===== config.mk =====
export PLATFORM = sky130hd
export DESIGN_NAME = muldiv_unit
export DESIGN_NICKNAME = d
export VERILOG_FILES = /design/src/rtl/muldiv_pkg.sv /design/src/rtl/muldiv_core_step.sv /design/src/rtl/muldiv_unit.sv
export SDC_FILE = /design/constraint.sdc
export NUM_CORES = 1
export LEC_CHECK = 0
export ABC_AREA = 1
export CAP_MARGIN = 20
export CORE_MARGIN = 5
export CORE_UTILIZATION = 30
export CTS_CLUSTER_SIZE = 40
export DETAILED_ROUTE_END_ITERATION = 7
export REMOVE_ABC_BUFFERS = 1
export SYNTH_ARGS = -nofsm -noshare
export SYNTH_HDL_FRONTEND = slang
export SYNTH_SLANG_ARGS = --single-unit

===== constraint.sdc =====
create_clock -name clk -period 2.9 [get_ports clk]
set_input_delay 0.58 -clock clk [delete_from_list [all_inputs] [get_ports clk]]
set_output_delay 0.58 -clock clk [all_outputs]
set_load 0.05 [all_outputs]

===== src/rtl/muldiv_pkg.sv =====
// Shared encodings for the multiply/divide unit; the op codes are also the ALU decoder's targets.
package muldiv_pkg;

  typedef enum logic [1:0] {
    MD_MULT  = 2'b00,
    MD_MULTU = 2'b01,
    MD_DIV   = 2'b10,
    MD_DIVU  = 2'b11
  } md_op_e;

  typedef enum logic [2:0] {
    ST_IDLE = 3'd0,
    ST_MUL  = 3'd1,
    ST_DIV  = 3'd2,
    ST_FIX  = 3'd3,
    ST_DONE = 3'd4
  } md_state_e;

  function automatic logic md_is_div(input md_op_e op);
    return op[1];
  endfunction

  function automatic logic md_is_signed(input md_op_e op);
    return (op == MD_MULT) || (op == MD_DIV);
  endfunction

endpackage


===== src/rtl/muldiv_core_step.sv =====
// One iteration of the shared datapath: add-shift for multiply, trial-subtract-shift for divide.
module muldiv_core_step #(
  parameter int unsigned WIDTH = 32
) (
  input  logic               i_is_div,
  input  logic [2*WIDTH:0]   i_work,
  input  logic [WIDTH-1:0]   i_opnd,
  output logic [2*WIDTH:0]   o_work
);

  logic [WIDTH:0]   w_sum;
  logic [WIDTH:0]   w_trial;
  logic [2*WIDTH:0] w_sh;

  // Divide keeps the remainder below the divisor, so bit WIDTH of the trial is a clean borrow.
  always_comb begin
    o_work  = i_work;
    w_sum   = '0;
    w_trial = '0;
    w_sh    = '0;
    if (i_is_div) begin
      w_sh    = {i_work[2*WIDTH-1:0], 1'b0};
      w_trial = w_sh[2*WIDTH:WIDTH] - {1'b0, i_opnd};
      if (!w_trial[WIDTH]) begin
        o_work = {w_trial, w_sh[WIDTH-1:1], 1'b1};
      end else begin
        o_work = {w_sh[2*WIDTH:WIDTH], w_sh[WIDTH-1:1], 1'b0};
      end
    end else begin
      w_sum = i_work[2*WIDTH:WIDTH];
      if (i_work[0]) begin
        w_sum = w_sum + {1'b0, i_opnd};
      end
      o_work = {1'b0, w_sum, i_work[WIDTH-1:1]};
    end
  end

endmodule


===== src/rtl/muldiv_unit.sv =====
// Iterative multiply/divide unit with start/valid/ack handshake, flush and divide-by-zero flag.
module muldiv_unit
  import muldiv_pkg::*;
#(
  parameter int unsigned WIDTH    = 32,
  parameter bit          FAST_MUL = 1'b0
) (
  input  logic             clk,
  input  logic             rst,
  input  logic             start_i,
  input  logic [1:0]       op_i,
  input  logic [WIDTH-1:0] a_i,
  input  logic [WIDTH-1:0] b_i,
  input  logic             cancel_i,
  input  logic             ack_i,
  output logic             busy_o,
  output logic             valid_o,
  output logic [WIDTH-1:0] hi_o,
  output logic [WIDTH-1:0] lo_o,
  output logic             div_by_zero_o
);

  localparam int unsigned CNT_W = $clog2(WIDTH);
  localparam int unsigned WK_W  = 2 * WIDTH + 1;

  md_state_e          r_state;
  md_state_e          w_next;
  logic               w_accept;
  logic               w_last;
  logic               r_is_div;
  logic               r_sa;
  logic               r_sb;
  logic [WIDTH-1:0]   r_opnd;
  logic [WK_W-1:0]    r_work;
  logic [CNT_W-1:0]   r_cnt;
  logic [WIDTH-1:0]   r_hi;
  logic [WIDTH-1:0]   r_lo;
  logic               r_busy;
  logic               r_valid;
  logic               r_dbz;

  logic               w_in_div;
  logic               w_in_sgn;
  logic [WIDTH-1:0]   w_abs_a;
  logic [WIDTH-1:0]   w_abs_b;
  logic [WK_W-1:0]    w_step;
  logic [2*WIDTH-1:0] w_prod;
  logic [2*WIDTH-1:0] w_prod_fix;
  logic [WIDTH-1:0]   w_quo_fix;
  logic [WIDTH-1:0]   w_rem_fix;

  assign w_in_div = md_is_div(md_op_e'(op_i));
  assign w_in_sgn = md_is_signed(md_op_e'(op_i));
  assign w_abs_a  = (w_in_sgn && a_i[WIDTH-1]) ? -a_i : a_i;
  assign w_abs_b  = (w_in_sgn && b_i[WIDTH-1]) ? -b_i : b_i;
  assign w_prod   = (2*WIDTH)'(r_opnd) * (2*WIDTH)'(r_work[WIDTH-1:0]);

  muldiv_core_step #(.WIDTH(WIDTH)) u_step (
    .i_is_div (r_is_div),
    .i_work   (r_work),
    .i_opnd   (r_opnd),
    .o_work   (w_step)
  );

  // Next-state logic; cancel overrides everything, ack only matters in DONE.
  always_comb begin
    w_next   = r_state;
    w_accept = 1'b0;
    w_last   = (r_cnt == CNT_W'(WIDTH - 1));
    unique case (r_state)
      ST_IDLE: begin
        if (start_i && !cancel_i) begin
          w_accept = 1'b1;
          if (!w_in_div)          w_next = ST_MUL;
          else if (b_i == '0)     w_next = ST_DONE;
          else                    w_next = ST_DIV;
        end
      end
      ST_MUL:  if (FAST_MUL || w_last) w_next = ST_FIX;
      ST_DIV:  if (w_last) w_next = ST_FIX;
      ST_FIX:  w_next = ST_DONE;
      ST_DONE: if (ack_i) w_next = ST_IDLE;
      default: w_next = ST_IDLE;
    endcase
    if (cancel_i) begin
      w_next = ST_IDLE;
    end
  end

  // Sign correction applied in FIX on the magnitude result.
  always_comb begin
    w_prod_fix = r_work[2*WIDTH-1:0];
    w_quo_fix  = r_work[WIDTH-1:0];
    w_rem_fix  = WIDTH'(r_work[2*WIDTH:WIDTH]);
    if (r_sa ^ r_sb) begin
      w_prod_fix = -r_work[2*WIDTH-1:0];
      w_quo_fix  = -r_work[WIDTH-1:0];
    end
    if (r_sa) begin
      w_rem_fix = WIDTH'(-r_work[2*WIDTH:WIDTH]);
    end
  end

  always_ff @(posedge clk or negedge rst) begin
    if (!rst) begin
      r_state  <= ST_IDLE;
      r_is_div <= 1'b0;
      r_sa     <= 1'b0;
      r_sb     <= 1'b0;
      r_opnd   <= '0;
      r_work   <= '0;
      r_cnt    <= '0;
      r_hi     <= '0;
      r_lo     <= '0;
      r_busy   <= 1'b0;
      r_valid  <= 1'b0;
      r_dbz    <= 1'b0;
    end else begin
      r_state <= w_next;
      r_busy  <= (w_next != ST_IDLE);
      r_valid <= (w_next == ST_DONE);
      if (cancel_i) begin
        r_dbz <= 1'b0;
      end else if (w_accept) begin
        r_is_div <= w_in_div;
        r_sa     <= w_in_sgn && a_i[WIDTH-1];
        r_sb     <= w_in_sgn && b_i[WIDTH-1];
        r_cnt    <= '0;
        r_dbz    <= 1'b0;
        if (w_in_div) begin
          r_opnd <= w_abs_b;
          r_work <= {(WIDTH+1)'(0), w_abs_a};
          if (b_i == '0) begin
            r_hi  <= '0;
            r_lo  <= '0;
            r_dbz <= 1'b1;
          end
        end else begin
          r_opnd <= w_abs_a;
          r_work <= {(WIDTH+1)'(0), w_abs_b};
        end
      end else begin
        unique case (r_state)
          ST_MUL, ST_DIV: begin
            if (FAST_MUL && r_state == ST_MUL) r_work <= {1'b0, w_prod};
            else                               r_work <= w_step;
            r_cnt <= r_cnt + CNT_W'(1);
          end
          ST_FIX: begin
            if (r_is_div) begin
              r_hi <= w_rem_fix;
              r_lo <= w_quo_fix;
            end else begin
              r_hi <= w_prod_fix[2*WIDTH-1:WIDTH];
              r_lo <= w_prod_fix[WIDTH-1:0];
            end
          end
          ST_DONE: if (ack_i) r_dbz <= 1'b0;
          default: ;
        endcase
      end
    end
  end

  assign busy_o        = r_busy;
  assign valid_o       = r_valid;
  assign hi_o          = r_hi;
  assign lo_o          = r_lo;
  assign div_by_zero_o = r_dbz;

endmodule


==> flow_summary.toml <==
[status]
outcome = "completed"

[clocking]
cts-root-buf = "clkbuf_16"
h-tree-depth = 4
cts_sinks = 175
cts_tree = "built"
cts_hold_repair.buffers = 0
clock_path_buffers = 2
clkLatencyLatePin_ps = 510
cts_buffers = 17
path_clk_slew_ps = 80

[sta]
min_period_ps = 2770
final_max_slew_viol_count = 0
fmax_mhz = 361
slew_headroom_pct = 47.4
tightestPinTransition_ps = 788
fin_crit_sh_pct = 95.5
skew_ps = 17.9
setup_violations = 0
holdWs_ps = 26.5
hold_viol = 0

[yosys]
yosys.area_share.simple_pct = 40.4
synth_top_family_by_area = "simple AND/OR/NAND/NOR gates"
synthArstFlopShare_pct = 100
synthAdderAreaFrac_pct = 5.27
syn-cell-area_um2 = 17600
ys_seq_area_share_pct = 24.8
ys_ff_latch = 175
ys.flop_type = "dfrtp_1"
synth_compound_area_share_pct = 14.5
avgSynthCellArea_um2 = 5.82
syn_inst = 3029
synth_xor_area_share_pct = 3.28
muxShareOfSynthArea_pct = 0.0568
synth_cell_types = 51
synth_edf_count = 0
yosys_warnings = 0

[place]
io_buffers = 137
hpwlAfterDp_um = 62200
dpl.cell_count = 4071
routabilityCongestion = 0.985

[drt]
wl_met2_um = 33300
drc_errors = 0
route.top_layer_used = "met4"
first_pass_iters = 8
viasPerCell = 5.02
drtIter0Drc = 1896
wl_met1_um = 33800
avgRoutedWirePerCell_um = 18.6
ant_nets = 0
num_vias = 20700
drt_wl_total_um = 76300
wl_met3_um = 5680

[global_routing]
grt_max_degree = 61
first_global_vias = 19400
grt_remaining_overflow = 0
grt_use_total_pct = 23.3
antenna_found_initial = 1
grt_pass1_wl_um = 115000

[pwr]
peakVddDrop_mv = 0.418
p_int_mw = 8.28
p_per_area_nw_per_um2 = 754
p_comb_share_pct = 65.1
p_leak_nw = 11.5
power.share.clock_pct = 14.6
switching_share_pct = 51.3
switchingPower_mw = 8.73
sequentialPowerShare_pct = 20.3
fin_total_pwr_mw = 17.0

[critical_path]
endpoint_kind = "flip-flop"
worstPathMaxFanout = 9
cpMaxStageDelayCell = "dfrtp_1"
crit_chain = "ha_1 -> inv_1 -> o21bai_1 -> nand2_1 -> nand3_2 -> a21oi_2 -> nand2_1 -> nand2_2 -> a21oi_2 -> or2_4 -> ha_4 -> inv_6 -> buf_12 -> a21oi_1 -> o21ai_0 -> a32o_1"
cpPeakStageDelay_ps = 430
critPathKind = "reg2reg"
start_kind = "flip-flop"
crit_required_ps = 3290
r2r_cells = 16
arrival_ps = 3160

[finish]
diodes = 0
syn_to_final_growth_pct = 27.9
drive_above_1_share_pct = 11.8
fin_nets = 3478
final-instance-count-excl-fill = 4112
post-route-util_pct = 38.9

[die]
fp.dieArea_um2 = 63700
core-area_um2 = 57900
initial_core_util_pct = 30.4
die_h_um = 252
pin_count = 138
rows = 88
die_w_um = 252

[job]
cap_viol_max_count = 0

[min_path]
holdCritPathClass = "in2async"
layout by cell type (no fill, tap or decap), types with 4 or more instances in the layout:
master,netlist,layout
a21oi_1,182,174
a21oi_2,0,8
a22oi_1,10,10
a31oi_1,9,9
and2_1,7,7
and3_1,4,4
buf_12,0,14
buf_4,1,228
clkbuf_16,0,18
clkdlybuf4s50_1,0,136
dfrtp_1,175,174
ha_1,71,50
ha_4,0,20
inv_1,420,401
inv_2,18,36
inv_6,0,4
nand2_1,1083,1067
nand2_2,3,19
nand3_1,256,254
nand3b_1,26,26
nand4_1,26,26
nor2_1,261,260
nor2_2,8,8
nor2_4,5,6
nor3_1,19,19
nor4_1,6,6
o211ai_1,41,41
o21ai_0,119,116
o21ai_1,62,65
o21bai_1,10,10
o31ai_1,7,7
or2_2,7,6
xnor2_1,13,13
xor2_1,53,53
layer usage:
| layer | vias to the layer above | track usage [%] |
|---|---|---|
| li1 | 10300 | - |
| met1 | 9459 | 32.0 |
| met2 | 813 | 36.0 |
| met3 | 138 | 3.94 |
| met4 | 0 | 10.4 |
| met5 | - | 0 |
logic make-up after synthesis:
kind of cell             Yosys count
AND/OR/NAND/NOR                 1719
flip-flops                       175
adder cells (fa/ha/maj)           73
XOR/XNOR                          66
buffers and inverters            536
AO/OA/AOI/OAI                    459
multiplexers                       1
repair_timing:
action | CTS | global route
cloned | 0 | 1
buffers inserted | 2 | 6
pin swaps | 1 | 11
setup endpoints to repair | 33 | 33
resized for setup | 17 | 59
registers in the layout, summed over array words and instances (netlist names):
name and cells:
r_work 65, hi_o 32, lo_o 32, r_opnd 32, r_cnt 5, r_state 3
busy_o 1, div_by_zero_o 1, r_is_div 1, r_sa 1, r_sb 1, valid_o 1
power groups by stage:
stage	combinational (mW)	clock [mW]	sequential, mW
after global routing	12.1	2.59	3.52
after floorplan	5.58	0	3.86
final	11.1	2.48	3.46
after global placement	10.4	0	3.44
after detailed placement	10.3	0	3.45
after CTS	10.5	2.52	3.41
final timing paths:
path                            startpoint          to  slack (ps)
worst max-delay path            r_work[58]  r_work[35]         130
worst min-delay path                   rst     lo_o[9]          30
worst max register to register  r_work[58]  r_work[35]         130
worst min register to register    lo_o[19]    lo_o[19]         480
max in group asynchronous              rst    r_cnt[1]        2100
min in group clk                  lo_o[19]    lo_o[19]         480
synth_stat cells, types with 3 or more instances:
library cell,number,area (um^2)
ha_1,71,888
inv_1,420,1580
nand4_1,26,163
and3_1,4,25.0
nand3b_1,26,195
and2_1,7,43.8
o21bai_1,10,75.1
or2_1,3,18.8
a21oi_1,182,911
buf_2,27,135
nor3b_1,3,22.5
nor2_1,261,980
o22ai_1,3,18.8
o21ai_0,119,596
nor4_1,6,37.5
nand2_2,3,18.8
nand2_1,1083,4070
nor2_2,8,50.1
inv_2,18,67.6
o211ai_1,41,308
dfrtp_1,175,4380
xnor2_1,13,114
nor3_1,19,95.1
a31oi_1,9,56.3
clkbuf_1,60,225
or2_2,7,43.8
buf_1,6,22.5
nand3_1,256,1280
o31ai_1,7,52.6
o21ai_1,62,310
a21o_1,3,22.5
xor2_1,53,464
nor2_4,5,56.3
a22oi_1,10,75.1
critical path, delay by kind of cell, from the launching register on:
family | cells | cell delay (ps)
compound gates | 6 | 760
fa+ha+maj | 2 | 630
buf+inv | 3 | 280
flops | 1 | 430
simple gates | 5 | 570
cell type report:
cell class	instances	area [um^2]
multi-input combinational	2318	11500
sequential	175	4380
timing repair buffer	382	3410
clock inverter	14	171
inverter	440	1660
clock buffer	18	439
fill	6443	35400
tap	765	957
per-stage QoR:
step / setup slack (ps) / instance area (um^2) / TNS, ps
4_1_cts: 6.15 / 22200 / 0
6_report: 129 / 22500 / 0
3_5_place_dp: -119 / 21500 / -1790
3_3_place_gp: -55.1 / 21500 / -420
2_1_floorplan: -819 / 17200 / -75820
5_1_grt: -27.9 / 22500 / -41.7
Power figures use the tool's default switching activity.
